### src/rtl/cache_pkg.sv
// Shared widths, address fields and FSM states for the direct-mapped write-back cache.
package cache_pkg;

  localparam int unsigned ADDR_W     = 10;
  localparam int unsigned WORD_W     = 32;
  localparam int unsigned NUM_BLOCKS = 4;
  localparam int unsigned BLK_WORDS  = 4;
  localparam int unsigned CNT_W      = 16;

  localparam int unsigned BYTE_SEL_W = 2;
  localparam int unsigned IDX_W      = $clog2(NUM_BLOCKS);
  localparam int unsigned WORD_SEL_W = $clog2(BLK_WORDS);
  localparam int unsigned OFF_W      = WORD_SEL_W + BYTE_SEL_W;
  localparam int unsigned TAG_W      = ADDR_W - IDX_W - OFF_W;
  localparam int unsigned BLK_W      = BLK_WORDS * WORD_W;

  typedef enum logic [1:0] {IDLE, COMPARE, WRITEBACK, ALLOCATE} state_t;

  typedef struct packed {
    logic [TAG_W-1:0]      tag;
    logic [IDX_W-1:0]      idx;
    logic [WORD_SEL_W-1:0] word;
    logic [BYTE_SEL_W-1:0] byte_sel;
  } addr_t;

  // Block-aligned byte address of a line
  function automatic logic [ADDR_W-1:0] blk_addr(input logic [TAG_W-1:0] tag,
                                                 input logic [IDX_W-1:0] idx);
    return {tag, idx, {OFF_W{1'b0}}};
  endfunction

endpackage

### src/rtl/cache_line_store.sv
// Valid/dirty/tag/data arrays: one combinational read port, one line or word-merge write port.
module cache_line_store
  import cache_pkg::*;
(
  input  logic                  clk,
  input  logic                  reset,
  input  logic [IDX_W-1:0]      rd_idx,
  output logic                  rd_valid_c,
  output logic                  rd_dirty_c,
  output logic [TAG_W-1:0]      rd_tag_c,
  output logic [BLK_W-1:0]      rd_line_c,
  input  logic                  wr_en,
  input  logic                  wr_merge,
  input  logic [IDX_W-1:0]      wr_idx,
  input  logic [TAG_W-1:0]      wr_tag,
  input  logic [BLK_W-1:0]      wr_line,
  input  logic [WORD_SEL_W-1:0] wr_sel,
  input  logic [WORD_W-1:0]     wr_word
);

  logic [NUM_BLOCKS-1:0]               valid_q;
  logic [NUM_BLOCKS-1:0]               dirty_q;
  logic [TAG_W-1:0]                    tag_q  [NUM_BLOCKS];
  logic [BLK_WORDS-1:0][WORD_W-1:0]    data_q [NUM_BLOCKS];

  assign rd_valid_c = valid_q[rd_idx];
  assign rd_dirty_c = dirty_q[rd_idx];
  assign rd_tag_c   = tag_q[rd_idx];
  assign rd_line_c  = data_q[rd_idx];

  // Line metadata; a merge marks the line dirty and keeps its tag, a refill installs it clean
  always_ff @(posedge clk or posedge reset) begin
    if (reset) begin
      valid_q <= '0;
      dirty_q <= '0;
      for (int i = 0; i < int'(NUM_BLOCKS); i++) tag_q[i] <= '0;
    end else if (wr_en) begin
      valid_q[wr_idx] <= 1'b1;
      dirty_q[wr_idx] <= wr_merge;
      if (!wr_merge) tag_q[wr_idx] <= wr_tag;
    end
  end

  // Data array carries no reset; its contents are meaningless until the line is valid
  always_ff @(posedge clk) begin
    if (wr_en) begin
      if (wr_merge) data_q[wr_idx][wr_sel] <= wr_word;
      else          data_q[wr_idx]         <= wr_line;
    end
  end

endmodule

### src/rtl/cache_ctrl_wb.sv
// Sequencing controller for a 4-line, 4-word/line direct-mapped write-back, write-allocate cache.
module cache_ctrl_wb
  import cache_pkg::*;
(
  input  logic                clk,
  input  logic                reset,
  input  logic                cpu_req,
  input  logic                cpu_we,
  input  logic [ADDR_W-1:0]   cpu_addr,
  input  logic [WORD_W-1:0]   cpu_wdata,
  output logic [WORD_W-1:0]   cpu_rdata,
  output logic                cpu_ready,
  output logic                cpu_busy,
  output logic                mem_req,
  output logic                mem_we,
  output logic [ADDR_W-1:0]   mem_addr,
  output logic [BLK_W-1:0]    mem_wdata,
  input  logic [BLK_W-1:0]    mem_rdata,
  input  logic                mem_ready,
  output logic [CNT_W-1:0]    hit_count,
  output logic [CNT_W-1:0]    miss_count
);

  state_t                          state;
  logic [TAG_W-1:0]                tag_q;
  logic [IDX_W-1:0]                idx_q;
  logic [WORD_SEL_W-1:0]           word_q;
  logic                            we_q;
  logic [WORD_W-1:0]               wdata_q;
  logic                            refilled_q;

  addr_t                           cpu_addr_c;
  logic                            unused_byte_c;
  logic                            line_valid_c;
  logic                            line_dirty_c;
  logic [TAG_W-1:0]                line_tag_c;
  logic [BLK_WORDS-1:0][WORD_W-1:0] line_c;
  logic                            hit_c;
  logic                            st_wr_en_c;
  logic                            st_wr_merge_c;

  assign cpu_addr_c    = addr_t'(cpu_addr);
  assign unused_byte_c = ^cpu_addr_c.byte_sel;
  assign hit_c         = line_valid_c && (line_tag_c == tag_q);

  // Store writes: word merge on a write hit, full line install when the refill returns
  always_comb begin
    st_wr_en_c    = 1'b0;
    st_wr_merge_c = 1'b0;
    if (state == COMPARE && hit_c && we_q) begin
      st_wr_en_c    = 1'b1;
      st_wr_merge_c = 1'b1;
    end else if (state == ALLOCATE && mem_req && mem_ready) begin
      st_wr_en_c    = 1'b1;
    end
  end

  cache_line_store u_store (
    .clk        (clk),
    .reset      (reset),
    .rd_idx     (idx_q),
    .rd_valid_c (line_valid_c),
    .rd_dirty_c (line_dirty_c),
    .rd_tag_c   (line_tag_c),
    .rd_line_c  (line_c),
    .wr_en      (st_wr_en_c),
    .wr_merge   (st_wr_merge_c),
    .wr_idx     (idx_q),
    .wr_tag     (tag_q),
    .wr_line    (mem_rdata),
    .wr_sel     (word_q),
    .wr_word    (wdata_q)
  );

  always_ff @(posedge clk or posedge reset) begin
    if (reset) begin
      state      <= IDLE;
      tag_q      <= '0;
      idx_q      <= '0;
      word_q     <= '0;
      we_q       <= 1'b0;
      wdata_q    <= '0;
      refilled_q <= 1'b0;
      cpu_rdata  <= '0;
      cpu_ready  <= 1'b0;
      cpu_busy   <= 1'b0;
      mem_req    <= 1'b0;
      mem_we     <= 1'b0;
      mem_addr   <= '0;
      mem_wdata  <= '0;
      hit_count  <= '0;
      miss_count <= '0;
    end else begin
      cpu_ready <= 1'b0;
      case (state)
        IDLE: begin
          if (cpu_req) begin
            tag_q      <= cpu_addr_c.tag;
            idx_q      <= cpu_addr_c.idx;
            word_q     <= cpu_addr_c.word;
            we_q       <= cpu_we;
            wdata_q    <= cpu_wdata;
            refilled_q <= 1'b0;
            cpu_busy   <= 1'b1;
            state      <= COMPARE;
          end
        end
        COMPARE: begin
          if (hit_c) begin
            if (!we_q) cpu_rdata <= line_c[word_q];
            cpu_ready <= 1'b1;
            cpu_busy  <= 1'b0;
            state     <= IDLE;
            // The re-compare after a refill completes the miss, not a new hit
            if (!refilled_q && hit_count != '1) hit_count <= hit_count + CNT_W'(1);
          end else begin
            if (miss_count != '1) miss_count <= miss_count + CNT_W'(1);
            mem_req <= 1'b1;
            if (line_valid_c && line_dirty_c) begin
              mem_we    <= 1'b1;
              mem_addr  <= blk_addr(line_tag_c, idx_q);
              mem_wdata <= line_c;
              state     <= WRITEBACK;
            end else begin
              mem_we    <= 1'b0;
              mem_addr  <= blk_addr(tag_q, idx_q);
              state     <= ALLOCATE;
            end
          end
        end
        WRITEBACK: begin
          // Drop the request for one cycle so each block transfer is a distinct handshake
          if (mem_ready) begin
            mem_req <= 1'b0;
            mem_we  <= 1'b0;
            state   <= ALLOCATE;
          end
        end
        ALLOCATE: begin
          if (!mem_req) begin
            mem_req  <= 1'b1;
            mem_we   <= 1'b0;
            mem_addr <= blk_addr(tag_q, idx_q);
          end else if (mem_ready) begin
            mem_req    <= 1'b0;
            refilled_q <= 1'b1;
            state      <= COMPARE;
          end
        end
        default: state <= IDLE;
      endcase
    end
  end

endmodule

### config.mk
export PLATFORM = sky130hd
export DESIGN_NAME = cache_ctrl_wb
export DESIGN_NICKNAME = d
export VERILOG_FILES = /design/src/rtl/cache_pkg.sv /design/src/rtl/cache_line_store.sv /design/src/rtl/cache_ctrl_wb.sv
export SDC_FILE = /design/constraint.sdc
export NUM_CORES = 1
export LEC_CHECK = 0
export BUFFER_PORTS_ARGS = -buffer_cell sky130_fd_sc_hd__buf_4
export CORE_MARGIN = 8
export CORE_UTILIZATION = 50
export DETAILED_ROUTE_END_ITERATION = 12
export HOLD_SLACK_MARGIN = 0.06
export PLACE_DENSITY_LB_ADDON = 0.12
export SYNTH_ARGS = -nofsm -noshare
export SYNTH_HDL_FRONTEND = slang
export SYNTH_SLANG_ARGS = --single-unit
### constraint.sdc
create_clock -name clk -period 8.5 [get_ports clk]
set_input_delay 0.425 -clock clk [delete_from_list [all_inputs] [get_ports clk]]
set_output_delay 0.425 -clock clk [all_outputs]
set_load 0.05 [all_outputs]
==> impl_metrics.json <==
{
  "grtUsageMet3_pct": 4.56,
  "cts.sinks": 782,
  "cts_buffers": 81,
  "ys_seq_area_share_pct": 70.4,
  "fin_cells": 2974,
  "place_inst": 2783,
  "port_buffers": 374,
  "gp_congestion": 0.838,
  "antenna_left": 0,
  "final_util_pct": 61.2,
  "crit_type": "register to register",
  "ctsResizeCount": 0,
  "synth_edf_count": 512,
  "powerDensity_nw_per_um2": 422,
  "worstSetupStartpointType": "register",
  "yosys_warnings": 0,
  "avgSynthCellArea_um2": 19.4,
  "worstHoldPathType": "input port to register",
  "start_util_pct": 50.2,
  "dp.final_hpwl_um": 51500,
  "ys.flop_type": "edfxtp_1",
  "fmax_mhz": 224,
  "setup_viol": 0,
  "syn_area_um2": 31500,
  "num_rows": 92,
  "top_level_ports": 381,
  "rsz0062_at_grt": "no",
  "clock_path_buffers": 3,
  "post-cts-setup-buffers": 0,
  "n_antenna_cell": 0,
  "cap_violations": 0,
  "htree_levels": 3,
  "die_area_um2": 71200,
  "ys_types": 49,
  "slew_violations": 0,
  "cts_root_buf": "clkbuf_16",
  "drt-vias-per-instance": 5.67,
  "grt_pass1_vias": 18100,
  "outcome": "finished clean",
  "nets": 2243,
  "cp_max_fo": 69,
  "crit_slowest_cell": "buf_4",
  "cp_slowest_stage_delay_ns": 0.96,
  "hold_buffers": 42,
  "clk_latency_ns": 0.61,
  "first_pass_iters": 5,
  "grt.busiest_layer": "met2",
  "dp_slack_ns": 3.98,
  "dr.first_iter.drc_count": 1158,
  "drc": 0,
  "grt_max_degree": 159,
  "core_um2": 62600,
  "synth_top_area_cell": "edfxtp_1",
  "use_met1_pct": 29.9,
  "grt_remaining_overflow": 0,
  "timing.final.ws_setup_ns": 4.04,
  "fin_setup_tns_ns": 0,
  "fin_crit_ns": 4.46,
  "crit_chain": "mux4_2 > xnor2_1 > and2_4 > nand2_2 > nand3_4 > buf_4 > mux2_2",
  "leakage_uw": 0.0150,
  "post_drt_wl_per_cell_um": 26.9,
  "synthArstFlopShare_pct": 34.5,
  "fin_crit_sh_pct": 52.4,
  "wl_um": 80000,
  "ir_drop_v": 0.000300,
  "total_power_uw": 16200,
  "syn_inst": 1622,
  "die_y_um": 267,
  "vias": 16900,
  "relSlewSlack_pct": 23.2,
  "cts_tree": "done",
  "worstMarginPinSlew_ns": 1.15,
  "antenna_found_initial": 0,
  "ys_seq_elements": 782,
  "die_w_um": 267,
  "track_usage_pct": 22.6,
  "hold_viol_final": 0,
  "synth_top_cell_area_share_pct": 48.9,
  "grtUsageMet2_pct": 38.8,
  "worstSetupEndpointType": "register",
  "clk_pin_slew_worst_paths_ns": 0.06,
  "drive_gt1_share_pct": 44.6,
  "synth_area_leaders": "edfxtp_1 (49%), dfrtp_1 (21%), mux4_2 (12%), mux2_2 (7.2%), a21o_1 (3.1%)",
  "cp.arrival_ns": 4.94,
  "cp.required_ns": 8.98,
  "area_delta_synth_final_pct": 21.7,
  "fin_worst_skew_ns": 0.0141,
  "grt_pass1_wl_um": 119000
}
[worst max-delay path: cells and delay by family, from the launching register on]
kind          cells  cell delay [ns]
simple gates      3             1.09
buf+inv           1             0.96
xor+xnor          1             0.43
flops             1             0.70
mux               2             1.00
[cell usage after synthesis, types with 3 or more instances]
master	number
a21o_1	131
a21oi_1	12
a31oi_1	3
a31oi_2	4
and2_1	4
and3_1	8
buf_1	15
buf_2	28
buf_4	10
buf_6	13
clkbuf_1	25
dfrtp_1	270
edfxtp_1	512
ha_1	6
inv_1	8
mux2_1	29
mux2_2	200
mux4_2	166
nand2_1	14
nand2b_1	4
nand3_1	16
nand4_1	15
nor2_1	24
nor2b_1	14
nor2b_2	25
nor3_1	7
o21ai_0	4
xnor2_1	28
xor2_1	4
[layer usage]
metal  routed length, um  part of all wire [%]
met1               32900                    41
met5                   0                     0
met3                4440                   5.6
met2               41400                    52
met4                1280                   1.6
[area by class of cell]
class | count | area [um^2]
tap | 846 | 1060
fill | 4669 | 24300
inverter | 8 | 37.5
timing repair buffer | 445 | 3470
multi-input combinational | 744 | 8930
clock buffer | 114 | 2390
clock inverter | 35 | 269
sequential | 782 | 22100
[flip-flops by register name (all words and copies together) (netlist names), 2 cells and up]
| register | flops |
|---|---|
| miss_count | 16 |
| idx_q | 2 |
| u_store.tag_q | 16 |
| mem_addr | 6 |
| u_store.dirty_q | 4 |
| u_store.data_q | 512 |
| word_q | 2 |
| u_store.valid_q | 4 |
| mem_wdata | 128 |
| wdata_q | 32 |
| state | 2 |
| cpu_rdata | 32 |
| tag_q | 4 |
| hit_count | 16 |
[power breakdown]
| group | internal [uW] | leakage [uW] | total, uW | switching, uW |
|---|---|---|---|---|
| Combinational | 2660 | 0.00578 | 6700 | 4040 |
| Clock | 2080 | 0.00131 | 3490 | 1410 |
| Sequential | 5380 | 0.00793 | 5980 | 604 |
| Total | 10100 | 0.0150 | 16200 | 6060 |
[final timing paths]
| kind | start | to | slack [ns] | cells past startpoint |
|---|---|---|---|---|
| worst min-delay path | cpu_req | cpu_busy | 0.16 | 3 |
| min in group asynchronous | reset | miss_count[3] | 0.57 | 3 |
| worst max-delay path | idx_q[0] | mem_wdata[19] | 4.04 | 7 |
| worst max register to register | idx_q[0] | mem_wdata[19] | 4.04 | 7 |
| max in group asynchronous | reset | idx_q[0] | 6.37 | 4 |
| worst min register to register | u_store.valid_q[2] | u_store.valid_q[2] | 0.46 | 1 |
[stage by stage]
step | hold WS, ns | instance area [um^2]
CTS | 0.119 | 38300
floorplan | 0.423 | 31500
finish | 0.157 | 38300
detailed placement | 0.440 | 35200
global placement | 0.435 | 35200
global route | 0.136 | 38300
[cell usage in the layout, fill, tap and decap left out, drive strengths merged, types with 7 or more instances in the layout]
cell type and count:
edfxtp 512, buf 403, dfrtp 270, mux2 229, mux4 166, a21o 131
clkbuf 114, dlygate4sd3 42, nor2b 39, xnor2 29, clkinv 29, nor2 25
nand3 18, nand4 15, nand2 15, a21oi 12, inv 9, nor3 9
and3 8, a31oi 7
[cells by family (layout without fill, tap and decap cells)]
family	count (synthesis)	after routing	share of synthesized area, %
other cells	1	4	0.0119
mux	395	395	20.1
xor+xnor	33	33	0.943
compound gates	162	162	3.88
fa+ha+maj	6	6	0.239
buf+inv	99	602	1.72
flops	782	782	70.4
simple gates	144	144	2.76
(Power assumes the default switching activity.)
